[config.mk]
export PLATFORM = sky130hd
export DESIGN_NAME = uart_tx_arbiter
export DESIGN_NICKNAME = d
export VERILOG_FILES = /design/src/rtl/uart_pkg.sv /design/src/rtl/rr_arbiter.sv /design/src/rtl/uart_tx_arbiter.sv
export SDC_FILE = /design/constraint.sdc
export NUM_CORES = 1
export LEC_CHECK = 0
export CORE_UTILIZATION = 38
export CTS_BUF_LIST = sky130_fd_sc_hd__clkbuf_16
export DETAILED_ROUTE_END_ITERATION = 8
export GPL_ROUTABILITY_DRIVEN = 1
export GPL_TIMING_DRIVEN = 0
export PLACE_DENSITY = 0.79
export REMOVE_ABC_BUFFERS = 1
export SYNTH_ARGS = -nofsm -noshare
export SYNTH_HDL_FRONTEND = slang
export SYNTH_SLANG_ARGS = --single-unit
[constraint.sdc]
create_clock -name clk -period 1.7 [get_ports clk]
set_input_delay 0.34 -clock clk [delete_from_list [all_inputs] [get_ports clk]]
set_output_delay 0.34 -clock clk [all_outputs]
set_load 0.03 [all_outputs]
[src/rtl/uart_pkg.sv]
// Shared types and constants for the UART transmit arbiter.
// Baud codes match the uart_byte_tx baud_set encoding.
package uart_pkg;

   localparam int unsigned ByteW = 8;

   localparam logic [2:0] BAUD_9600   = 3'd0;
   localparam logic [2:0] BAUD_19200  = 3'd1;
   localparam logic [2:0] BAUD_38400  = 3'd2;
   localparam logic [2:0] BAUD_57600  = 3'd3;
   localparam logic [2:0] BAUD_115200 = 3'd4;

   typedef enum logic [2:0] {
      StIdle,
      StLoad,
      StSend,
      StWait,
      StGap
   } state_e;

   function automatic int unsigned wrap_inc(input int unsigned v, input int unsigned n);
      return (v + 1 >= n) ? 0 : v + 1;
   endfunction

endpackage

[src/rtl/rr_arbiter.sv]
// Combinational round-robin picker: first asserted request at or after ptr_i, wrapping.
module rr_arbiter #(
   parameter int unsigned NUM_REQ = 4
) (
   input  logic [NUM_REQ-1:0]         req_i,
   input  logic [$clog2(NUM_REQ)-1:0] ptr_i,
   output logic [$clog2(NUM_REQ)-1:0] gnt_idx_o,
   output logic                       any_req_o
);
   import uart_pkg::*;

   localparam int unsigned IdW = $clog2(NUM_REQ);

   logic [IdW-1:0] idx;

   always_comb begin
      gnt_idx_o = '0;
      any_req_o = 1'b0;
      idx       = '0;
      for (int unsigned i = 0; i < NUM_REQ; i++) begin
         idx = IdW'((32'(ptr_i) + i) % NUM_REQ);
         if (!any_req_o && req_i[idx]) begin
            any_req_o = 1'b1;
            gnt_idx_o = idx;
         end
      end
   end

endmodule

[src/rtl/uart_tx_arbiter.sv]
// Shares one uart_byte_tx between NUM_REQ byte sources, round-robin at packet boundaries.
// Define UART_TX_TIMEOUT_EN to add the tx_done watchdog and sticky err_timeout.
module uart_tx_arbiter #(
   parameter int unsigned NUM_REQ    = 4,
   parameter int unsigned GAP_CYCLES = 0
`ifdef UART_TX_TIMEOUT_EN
   ,
   parameter int unsigned TIMEOUT    = 1_000_000
`endif
) (
   input  logic                       clk,
   input  logic                       rst,
   input  logic [NUM_REQ-1:0]         req_valid,
   input  logic [8*NUM_REQ-1:0]       req_data,
   input  logic [NUM_REQ-1:0]         req_last,
   output logic [NUM_REQ-1:0]         req_ready,
   input  logic [2:0]                 cfg_baud_set,
   output logic [7:0]                 tx_data,
   output logic                       tx_send_en,
   output logic [2:0]                 tx_baud_set,
   input  logic                       tx_done,
   input  logic                       tx_busy,
   output logic                       busy,
   output logic [$clog2(NUM_REQ)-1:0] gnt_id,
   output logic                       err_timeout
);
   import uart_pkg::*;

   localparam int unsigned IdW  = $clog2(NUM_REQ);
   localparam int unsigned GapW = (GAP_CYCLES > 0) ? $clog2(GAP_CYCLES + 1) : 1;
   localparam logic [GapW-1:0]    GapMax = GapW'(GAP_CYCLES);
   localparam logic [NUM_REQ-1:0] ReqOne = NUM_REQ'(1);

   state_e           state_q, state_d;
   logic             lock_q, lock_d;
   logic             last_q, last_d;
   logic [IdW-1:0]   gnt_q, gnt_d;
   logic [IdW-1:0]   rr_q, rr_d;
   logic [ByteW-1:0] data_q, data_d;
   logic [2:0]       baud_q, baud_d;
   logic [GapW-1:0]  gap_q, gap_d;
   logic [IdW-1:0]   arb_idx;
   logic             arb_any;
   logic             timeout_hit;

   rr_arbiter #(
      .NUM_REQ (NUM_REQ)
   ) u_rr_arbiter (
      .req_i     (req_valid),
      .ptr_i     (rr_q),
      .gnt_idx_o (arb_idx),
      .any_req_o (arb_any)
   );

`ifdef UART_TX_TIMEOUT_EN
   localparam int unsigned ToW = (TIMEOUT > 1) ? $clog2(TIMEOUT) : 1;
   localparam logic [ToW-1:0] ToLast = ToW'(TIMEOUT - 1);

   logic [ToW-1:0] to_q, to_d;
   logic           err_q, err_d;

   always_comb begin
      to_d        = (state_q == StWait) ? to_q + 1'b1 : '0;
      timeout_hit = (state_q == StWait) && !tx_done && (to_q == ToLast);
      err_d       = err_q | timeout_hit;
   end

   always_ff @(posedge clk) begin
      if (rst) begin
         to_q  <= '0;
         err_q <= 1'b0;
      end else begin
         to_q  <= to_d;
         err_q <= err_d;
      end
   end

   assign err_timeout = err_q;
`else
   assign timeout_hit = 1'b0;
   assign err_timeout = 1'b0;
`endif

   always_comb begin
      state_d    = state_q;
      lock_d     = lock_q;
      last_d     = last_q;
      gnt_d      = gnt_q;
      rr_d       = rr_q;
      data_d     = data_q;
      baud_d     = baud_q;
      gap_d      = gap_q;
      req_ready  = '0;
      tx_send_en = 1'b0;
      unique case (state_q)
         StIdle: begin
            // While locked only the owner may continue; no re-arbitration.
            if (lock_q) begin
               if (req_valid[gnt_q]) state_d = StLoad;
            end else if (arb_any) begin
               gnt_d   = arb_idx;
               baud_d  = cfg_baud_set;
               lock_d  = 1'b1;
               state_d = StLoad;
            end
         end
         StLoad: begin
            req_ready = ReqOne << gnt_q;
            data_d    = req_data[ByteW*32'(gnt_q) +: ByteW];
            last_d    = req_last[gnt_q];
            state_d   = StSend;
         end
         StSend: begin
            if (!tx_busy) begin
               tx_send_en = 1'b1;
               state_d    = StWait;
            end
         end
         StWait: begin
            if (tx_done) begin
               gap_d   = '0;
               state_d = StGap;
            end else if (timeout_hit) begin
               lock_d  = 1'b0;
               rr_d    = IdW'(wrap_inc(32'(gnt_q), NUM_REQ));
               state_d = StIdle;
            end
         end
         StGap: begin
            if (gap_q != GapMax) begin
               gap_d = gap_q + 1'b1;
            end else if (last_q) begin
               lock_d  = 1'b0;
               rr_d    = IdW'(wrap_inc(32'(gnt_q), NUM_REQ));
               state_d = StIdle;
            end else if (req_valid[gnt_q]) begin
               state_d = StLoad;
            end else begin
               state_d = StIdle;
            end
         end
         default: state_d = StIdle;
      endcase
   end

   always_ff @(posedge clk) begin
      if (rst) begin
         state_q <= StIdle;
         lock_q  <= 1'b0;
         last_q  <= 1'b0;
         gnt_q   <= '0;
         rr_q    <= '0;
         data_q  <= '0;
         baud_q  <= '0;
         gap_q   <= '0;
      end else begin
         state_q <= state_d;
         lock_q  <= lock_d;
         last_q  <= last_d;
         gnt_q   <= gnt_d;
         rr_q    <= rr_d;
         data_q  <= data_d;
         baud_q  <= baud_d;
         gap_q   <= gap_d;
      end
   end

   assign busy        = (state_q != StIdle) || lock_q;
   assign gnt_id      = gnt_q;
   assign tx_data     = data_q;
   assign tx_baud_set = baud_q;

endmodule

* Word-level counts from Yosys, hierarchy flattened
Cells that the tools add are included.
** Cells by class
- Muxes and demuxes :: 41
- $lt $le $gt $ge :: 6
- Bitwise logic cells :: 2
- Equality and inequality tests :: 10
- Add/sub/neg operators :: 5
- Shift operators :: 2
- Reductions and logical operators :: 16
** Operators with widths (number)
- $shiftx 32x6->8 :: 1
- $mux 1 :: 20
- $mux 3 :: 6
- $lt 2x3->1 const B :: 5
- $pmux 3 s5 :: 1
- $bmux 1 s2 :: 6
- $mux 2 :: 5
- $reduce_and 3->1 :: 3
- $ne 2x2->1 const B :: 4
- $eq 3x2->1 const B :: 2
- $ne 3x3->1 const B :: 2
- $reduce_and 5->1 :: 1
- $add 2x2->2 const B :: 2
- $mux 4 :: 1
- $pmux 1 s2 :: 2
- $reduce_bool 2->1 :: 2
- $shl 1x2->4 const A :: 1
- $add 2x1->3 const B :: 1
- $eq 3x1->1 const B :: 1
- $eq 3x3->1 const B :: 1
- $ge 3x3->1 const B :: 1
- $logic_and 1x1->1 :: 3
- $logic_not 1->1 :: 3
- $logic_not 3->1 :: 1
- other kinds (6) :: 7
** Word-level totals
- Logic and storage cells :: 90
- Output and inout port bits :: 20
- Register bits :: 21
- Bits of input ports :: 47

* Longest topological paths before layout
Gate-level depths: netlist (run 1).
- Depth in word-level cells :: 15
- Depth in mapped cells :: 5
- Depth with buffers taken out :: 4

* Cells and area by module
From an unflattened synthesis (run 1), not the netlist that was laid out.
** Unflattened totals
- Cell total of the unflattened synthesis :: 136
- Area, all modules :: 1301.2 um2
** Modules (own cells, without submodules)
- uart_tx_arbiter :: instances 1, sequential area each 400.4 um2, cells each 121, area an instance 1223.7 um2
- rr_arbiter :: instances 1, sequential area each 0.0 um2, cells each 15, area an instance 77.6 um2

* Worst setup path before layout (run 1)
OpenSTA, ideal clock, no wires.
- Kind :: register to output
- Start point :: reg gnt_q[0] (netlist: gnt_id[0])
- End point :: out req_ready[0]
- Setup slack :: -0.155 ns
- Arrival :: 1.515 ns
- Required time :: 1.360 ns
- Cell stages (with the launch flop) :: 5
- Buffers on the path :: 1
- Path through :: dfxtp_1 buf_2 inv_1 ha_1 and3_1
** Between the ends
- Longest elaborated chain between the ends :: 2
** RTL lines
- start: declaration :: RTL line uart_tx_arbiter.sv:37 : logic [IdW-1:0] gnt_q, gnt_d;
- start signal: assignment :: RTL line uart_tx_arbiter.sv:160 : gnt_q <= gnt_d;
- $shl 1x2->4 :: RTL line uart_tx_arbiter.sv:108 : req_ready = ReqOne << gnt_q;
- $mux 4 :: RTL line uart_tx_arbiter.sv:95 : unique case (state_q)
- end: declaration :: RTL line uart_tx_arbiter.sv:16 : output logic [NUM_REQ-1:0] req_ready,
No other way between the ends.

* Final worst setup path (run 1)
- Start point :: reg state_q[2]
- End point :: out busy
** Between the ends
- Longest elaborated chain between the ends :: 2
** RTL lines
- start: declaration :: RTL line uart_tx_arbiter.sv:34 : state_e state_q, state_d;
- start signal: assignment :: RTL line uart_tx_arbiter.sv:148 : state_q <= StIdle;
- start signal: assignment :: RTL line uart_tx_arbiter.sv:157 : state_q <= state_d;
- $reduce_bool 3->1 :: RTL line uart_tx_arbiter.sv:168 : assign busy = (state_q != StIdle) || lock_q;
- $logic_or 1x1->1 :: RTL line uart_tx_arbiter.sv:168
- end: declaration :: RTL line uart_tx_arbiter.sv:23 : output logic busy,
No other way between the ends.

==> reports/results.ini, run 1 <==
[status]
outcome = finished, final reports clean

[global_route]
grt_overflow_total = 0
antenna_found_initial = 0
grtUsageTotal_pct = 21.48
grt_pass1_wl_um = 5471
first_global_vias = 1221
grt_max_degree = 21

[drt]
post_drt_via_cell_ratio = 5.107
vias = 1246
drtAntennaViolNets = 0
drt_pass1_iterations = 4
drc = 0
wl_per_cell_um = 14.83
drt_iter0_drc = 32
wirelength_um = 3618

[logic_synthesis]
synthesis.area_um2 = 1204
yosysWarnings = 0
avgSynthCellArea_um2 = 9.188
yosysSeqAreaShare_pct = 33.26
synth_cells = 131
ys_types = 33
synth_flop_cell = dfxtp_1
ys_async_sr_fraction_pct = 0
ys_ff_latch = 20
synth_edf_count = 0

[floorplan]
core_area_um2 = 3028
row_count = 20
initial_core_util_pct = 39.75
die_h_um = 58.28
dieWidth_um = 58.28
die_area_um2 = 3397
io_pins = 67

[setup_path]
cp-end-kind = output pin
crit_type = reg2out
critical_path_cell_count = 2
crit_buf_inv = 1
cp_top_family = simple AND/OR/NAND/NOR gates
reg2reg_slack_ns = 0.07
critPathMaxFanout = 7
worstSetupStartpointType = flop
critPathMaxStageDelay_ns = 0.56
slowest_stage = or4_4
critPathArrivalTime_ns = 1.35
path_cells = or4_4 -> buf_6
reg2reg_depth = 4
required_ns = 1.36

[clocking]
h-tree-depth = 1
cts_sinks = 20
path_clk_slew_ns = 0.05
clk_latency_ns = 0.25
postCtsHoldBufs = 0
cts_buffer_depth = 2
cts_root_buf = clkbuf_16
numCtsBuffers = 3
cts_tree = built

[timing]
slew_violations = 0
setup_ws_ns = 0.01480
final-setup-viol-count = 0
fmax_ghz = 0.5934
min_period_ns = 1.685
skew_ns = 0.001866
fin_crit_sh_pct = 99.13
hold_violations = 0
worst_slew_pin_slew_ns = 0.7420
slew_headroom_pct = 50.54
rsz0062_at_grt = true

[job]
drv_cap = 0

[pwr]
ir_drop_mv = 0.8886
power_frac_comb_pct = 32.2
pwr-share-clk_pct = 36.0
sw_frac_of_total_pct = 28.33
p_int_mw = 1.283
p_leak_nw = 0.8411
power_mw = 1.790
seqPwrFrac_pct = 31.8
cellPowerDensity_nw_per_um2 = 874.8
switchingPower_mw = 0.5070

[finish]
postLayoutCoreUtil_pct = 67.56
final_nets = 252
drive_above_1_share_pct = 19.50
antenna_cells = 0
area_growth_pct = 69.96
final_area_um2 = 2046

[place]
dp_hpwl_um = 2609
post-place-ws_ns = -0.6671
dpl_cell_area_um2 = 1867
gp_congestion = 0.8583
portBuffers = 65

[min_path]
hp-class = reg2reg
worstHoldPathCells = 2

==> Yosys cell counts, types with 2 or more instances <==
cell / instances / area (um^2)
nand2_1: 24 / 90.09
dfxtp_1: 20 / 400.4
a21oi_1: 12 / 60.06
mux4_2: 10 / 225.2
nor2_1: 10 / 37.54
inv_1: 7 / 26.28
and3_1: 6 / 37.54
mux2i_1: 6 / 60.06
clkbuf_1: 4 / 15.01
ha_1: 4 / 50.05
nor3_1: 4 / 20.02
nand2b_1: 2 / 12.51
o21ai_0: 2 / 10.01
==> layout by cell type (no fill, tap or decap), types with 3 or more instances in the layout <==
| cell type | instances |
|---|---|
| nor2_1 | 9 |
| dfxtp_4 | 4 |
| buf_2 | 4 |
| mux4_2 | 10 |
| clkbuf_16 | 3 |
| mux2i_1 | 6 |
| and3_1 | 6 |
| clkdlybuf4s50_1 | 53 |
| inv_1 | 7 |
| buf_4 | 8 |
| dlymetal6s2s_1 | 3 |
| ha_1 | 4 |
| dfxtp_1 | 15 |
| a21oi_1 | 12 |
| nor3_1 | 4 |
| nand2_1 | 24 |
| dlygate4sd2_1 | 3 |
==> routing by layer <==
layer  vias up  global-route usage [%]  routed length [um]
met5         -                       0                   0
met4         0                   5.782                  18
met1       586                   27.30                1454
met2        57                   36.12                1863
li1        601                       -                   -
met3         2                   5.580                 281
==> power by group through the flow <==
| stage | registers (mW) | clock network, mW | logic, mW |
|---|---|---|---|
| finish | 0.570 | 0.644 | 0.576 |
| floorplan | 0.641 | 0 | 0.235 |
| detailed placement | 0.588 | 0 | 0.545 |
| global route | 0.579 | 0.673 | 0.617 |
| global placement | 0.586 | 0 | 0.534 |
| CTS | 0.566 | 0.656 | 0.577 |
==> worst min-delay path, delay by kind of cell, from the launching register on <==
family / cells / cell delay (ns)
flip-flops: 1 / 0.30
AND/OR/NAND/NOR: 1 / 0.05
AO/OA/AOI/OAI: 1 / 0.05
==> worst paths after layout <==
path         startpoint    endpoint
max          state_q[2]        busy
min reg2reg  tx_data[4]  tx_data[4]
max reg2reg  state_q[2]   gnt_id[1]
min          tx_data[4]  tx_data[4]
==> cell type report <==
cell class / instances / area (um^2)
fill: 235 / 982.2
sequential: 20 / 416.7
clock buffer: 3 / 75.07
multi-input combinational: 96 / 745.7
timing repair buffer: 73 / 696.9
clock inverter: 1 / 30.03
inverter: 7 / 26.28
tap: 44 / 55.05
==> flip-flops by register name, summed over array words and instances, names as in the netlist <==
signal / cells
state_q: 3
lock_q: 1
last_q: 1
rr_q: 2
gnt_id: 2
tx_data: 8
tx_baud_set: 3
==> cell families (layout without fill, tap and decap cells) <==
logic type	count (synthesis)	in the layout	synth area share (%)
simple gates	52	52	20.69
compound gates	23	23	12.16
flops	20	20	33.26
mux	16	16	23.70
buf+inv	15	84	5.717
fa+ha+maj	4	4	4.158
other cells	1	1	0.3116
==> timing repair <==
action                                  CTS  global route
endpoints found under the setup margin   25            12
pin swaps                                 1             2
resized for setup                        36            13
buffers inserted                          7             1
==> stage by stage <==
| stage | hold WS [ns] | setup TNS [ns] | cells |
|---|---|---|---|
| 4_1_cts | 0.4548 | 0 | 243 |
| 3_3_place_gp | 0.4465 | -6.094 | 232 |
| 3_5_place_dp | 0.4470 | -6.888 | 232 |
| 6_report | 0.4521 | 0 | 244 |
| 2_1_floorplan | 0.4024 | -1.320 | 123 |
| 5_1_grt | 0.4865 | -0.0007191 | 244 |
(Power assumes the default switching activity.)
==> run 2: changes to the inputs <==
--- a/config.mk
+++ b/config.mk
@@ -5,12 +5,12 @@
 export SDC_FILE = /design/constraint.sdc
 export NUM_CORES = 1
 export LEC_CHECK = 0
-export CORE_UTILIZATION = 38
-export CTS_BUF_LIST = sky130_fd_sc_hd__clkbuf_16
+export CORE_UTILIZATION = 40
+export CTS_BUF_LIST = sky130_fd_sc_hd__clkbuf_8
 export DETAILED_ROUTE_END_ITERATION = 8
 export GPL_ROUTABILITY_DRIVEN = 1
 export GPL_TIMING_DRIVEN = 0
-export PLACE_DENSITY = 0.79
+export PLACE_DENSITY = 0.83
 export REMOVE_ABC_BUFFERS = 1
 export SYNTH_ARGS = -nofsm -noshare
 export SYNTH_HDL_FRONTEND = slang
==> run 2 against run 1 <==
Compared with the run above: the flow now finishes with violations (design-rule violations); cell count shrank 6.6%; sequential share of layout area grew 0.86 points; largest cell class unchanged; via count shrank 1.8%; routed wire length shrank 6.4%; clock skew is essentially flat; register-to-register slack gained 0.04 ns; clock power shrank 45%.
==> reports/results.ini, run 2 (same netlist as run 1, synthesis figures left out) <==
[status]
outcome = complete, but fails checks
violations = design-rule violations

[setup_path]
r2r-end = state_q[0]
reg2reg_slack_ns = 0.11  ; +0.04 ns
critPathMaxFanout = 3  ; -4
crit_type = reg2out
required_ns = 1.36  ; about the same
cp-endpoint = busy
reg2reg_depth = 5  ; +1
worstSetupStartpointType = flop
critPathArrivalTime_ns = 1.31  ; -0.04 ns
worstSetupStartpoint = state_q[0]
cp-end-kind = output pin
timing.rr.start = gnt_id[0]

[timing]
rsz0062_at_grt = false
fin_tns_setup_ns = 0  ; unchanged
skew_ns = 0.001914  ; +0.00004880 ns
min_period_ns = 1.653  ; -0.03255 ns
holdWs_ns = 0.4655  ; +0.01342 ns
fin_crit_sh_pct = 97.21  ; -1.9 points
setup_ws_ns = 0.04735  ; +0.03255 ns
slew_headroom_pct = 48.23  ; -2.3 points
slew_violations = 0  ; unchanged
hold_violations = 0  ; unchanged
final-setup-viol-count = 0  ; unchanged
worst_slew_pin_slew_ns = 0.7753  ; +0.03330 ns
fmax_ghz = 0.6051  ; +2.0%

[floorplan]
row_count = 19  ; -5.0%
initial_core_util_pct = 42.91  ; +3.2 points
die_area_um2 = 3232  ; -4.8%
io_pins = 67  ; unchanged
dieWidth_um = 56.86  ; -2.4%
core_area_um2 = 2805  ; -7.4%
die_h_um = 56.86  ; -2.4%

[pwr]
pwr-share-clk_pct = 23.6  ; -12 points
ir_drop_mv = 0.7697  ; -13%
p_leak_nw = 0.7853  ; -6.6%
p_int_mw = 1.023  ; -20%
switchingPower_mw = 0.4764  ; -6.0%
cellPowerDensity_nw_per_um2 = 768.8  ; -12%
sw_frac_of_total_pct = 31.77  ; +3.4 points
seqPwrFrac_pct = 37.3  ; +5.5 points
power_frac_comb_pct = 39.1  ; +6.9 points

[drt]
drt_iter0_drc = 30  ; -6.3%
wl_per_cell_um = 14.86  ; +0.21%
drtAntennaViolNets = 0  ; unchanged
post_drt_via_cell_ratio = 5.364  ; +5.0%
drt_pass1_iterations = 7  ; +3
drc = 10  ; +10
vias = 1223  ; -1.8%
wirelength_um = 3388  ; -6.4%

[min_path]
hp-class = reg2reg

[clocking]
cts_root_buf = clkbuf_8
clk_latency_ns = 0.25  ; about the same
postCtsHoldBufs = 0  ; unchanged
path_clk_slew_ns = 0.07  ; +0.02 ns
cts_tree = built
cts_buffer_depth = 2  ; unchanged
numCtsBuffers = 3  ; unchanged
cts_sinks = 20  ; unchanged
h-tree-depth = 1  ; unchanged

[finish]
finalNonFillerCells = 228  ; -6.6%
final_cell_mix = clkdlybuf4s50_1, nand2_1, dfxtp_1, a21oi_1, mux4_2
largest_reg_flops = 8  ; unchanged
final_common_cell = clkdlybuf4s50_1
final_nets = 249  ; -1.2%
drive_above_1_share_pct = 18.27  ; -1.2 points
fillers = 228  ; -3.0%
area_growth_pct = 62.06
antenna_cells = 0  ; unchanged
postLayoutCoreUtil_pct = 69.54  ; +2.0 points

[global_route]
grt_overflow_total = 0  ; unchanged
grtUsageTotal_pct = 21.17  ; -0.31 points
first_global_vias = 1232  ; +0.90%
antenna_found_initial = 0  ; unchanged
grt_max_degree = 21  ; unchanged
grt_pass1_wl_um = 5299  ; -3.1%

[job]
drv_cap = 0  ; unchanged

[place]
gp_congestion = 0.7067  ; -18%
post-place-ws_ns = -0.7081  ; -0.04103 ns
dp_hpwl_um = 2488  ; -4.6%
portBuffers = 65  ; unchanged
place_inst = 219  ; -5.6%

## run 2: cell count changes in the layout (fill, tap and decap cells not counted), moves of 2 or more
cell / change
buf_4: -4
clkdlybuf4s50_1: +2
clkbuf_8: +4
clkbuf_16: -3
## run 2: worst min path at each step
stage                from         end  slack [ns]  depth (start not counted)
5_1_grt        tx_data[6]  tx_data[6]        0.48                          2
4_1_cts        tx_data[6]  tx_data[6]        0.46                          2
6_report       tx_data[6]  tx_data[6]        0.47                          2
3_5_place_dp   tx_data[6]  tx_data[6]        0.45                          2
3_3_place_gp   tx_data[3]  tx_data[3]        0.44                          2
2_1_floorplan         rst   gnt_id[1]        0.40                          1
## run 2: routing by layer
metal / wire (um) / up-vias / global-route usage (%)
li1: - / 597 / -
met1: 1326 / 572 / 22.75
met2: 1822 / 48 / 40.82
met3: 201 / 6 / 5.069
met4: 38 / 0 / 5.575
met5: 0 / - / 0
## run 2: metrics by stage
stage | total power [mW] | area, um^2
after floorplan | 0.8756 | 1161
after global placement | 1.114 | 1851
after detailed placement | 1.133 | 1851
after CTS | 1.500 | 1958
after global routing | 1.580 | 1951
final | 1.500 | 1951
## run 2: worst max-delay path: stages, from the launching register on
cell	delay [ns]
dfxtp_4	0.35
or4_4	0.55
buf_6	0.16
## run 2: repair_timing
item / 4_1_cts / 5_1_grt
endpoints found under the setup margin: 25 / 13
buffers inserted: 4 / 1
resized for setup: 33 / 16
## run 2: final cells by class
| type | count | area, um^2 | share of cell area (%) |
|---|---|---|---|
| multi-input cells | 96 | 745.7 | 38.23 |
| repair buffers | 70 | 670.6 | 34.38 |
| flip-flops and latches | 20 | 414.1 | 21.23 |
| clock buffers | 4 | 55.05 | 2.822 |
| well taps | 31 | 38.79 | 1.988 |
| inverters | 7 | 26.28 | 1.347 |
## run 2: power by group through the flow
stage	Sequential (mW)	Clock, mW	Combinational (mW)
2_1_floorplan	0.641	0	0.235
3_3_place_gp	0.586	0	0.528
3_5_place_dp	0.589	0	0.543
4_1_cts	0.564	0.365	0.571
5_1_grt	0.565	0.389	0.626
6_report	0.560	0.354	0.586
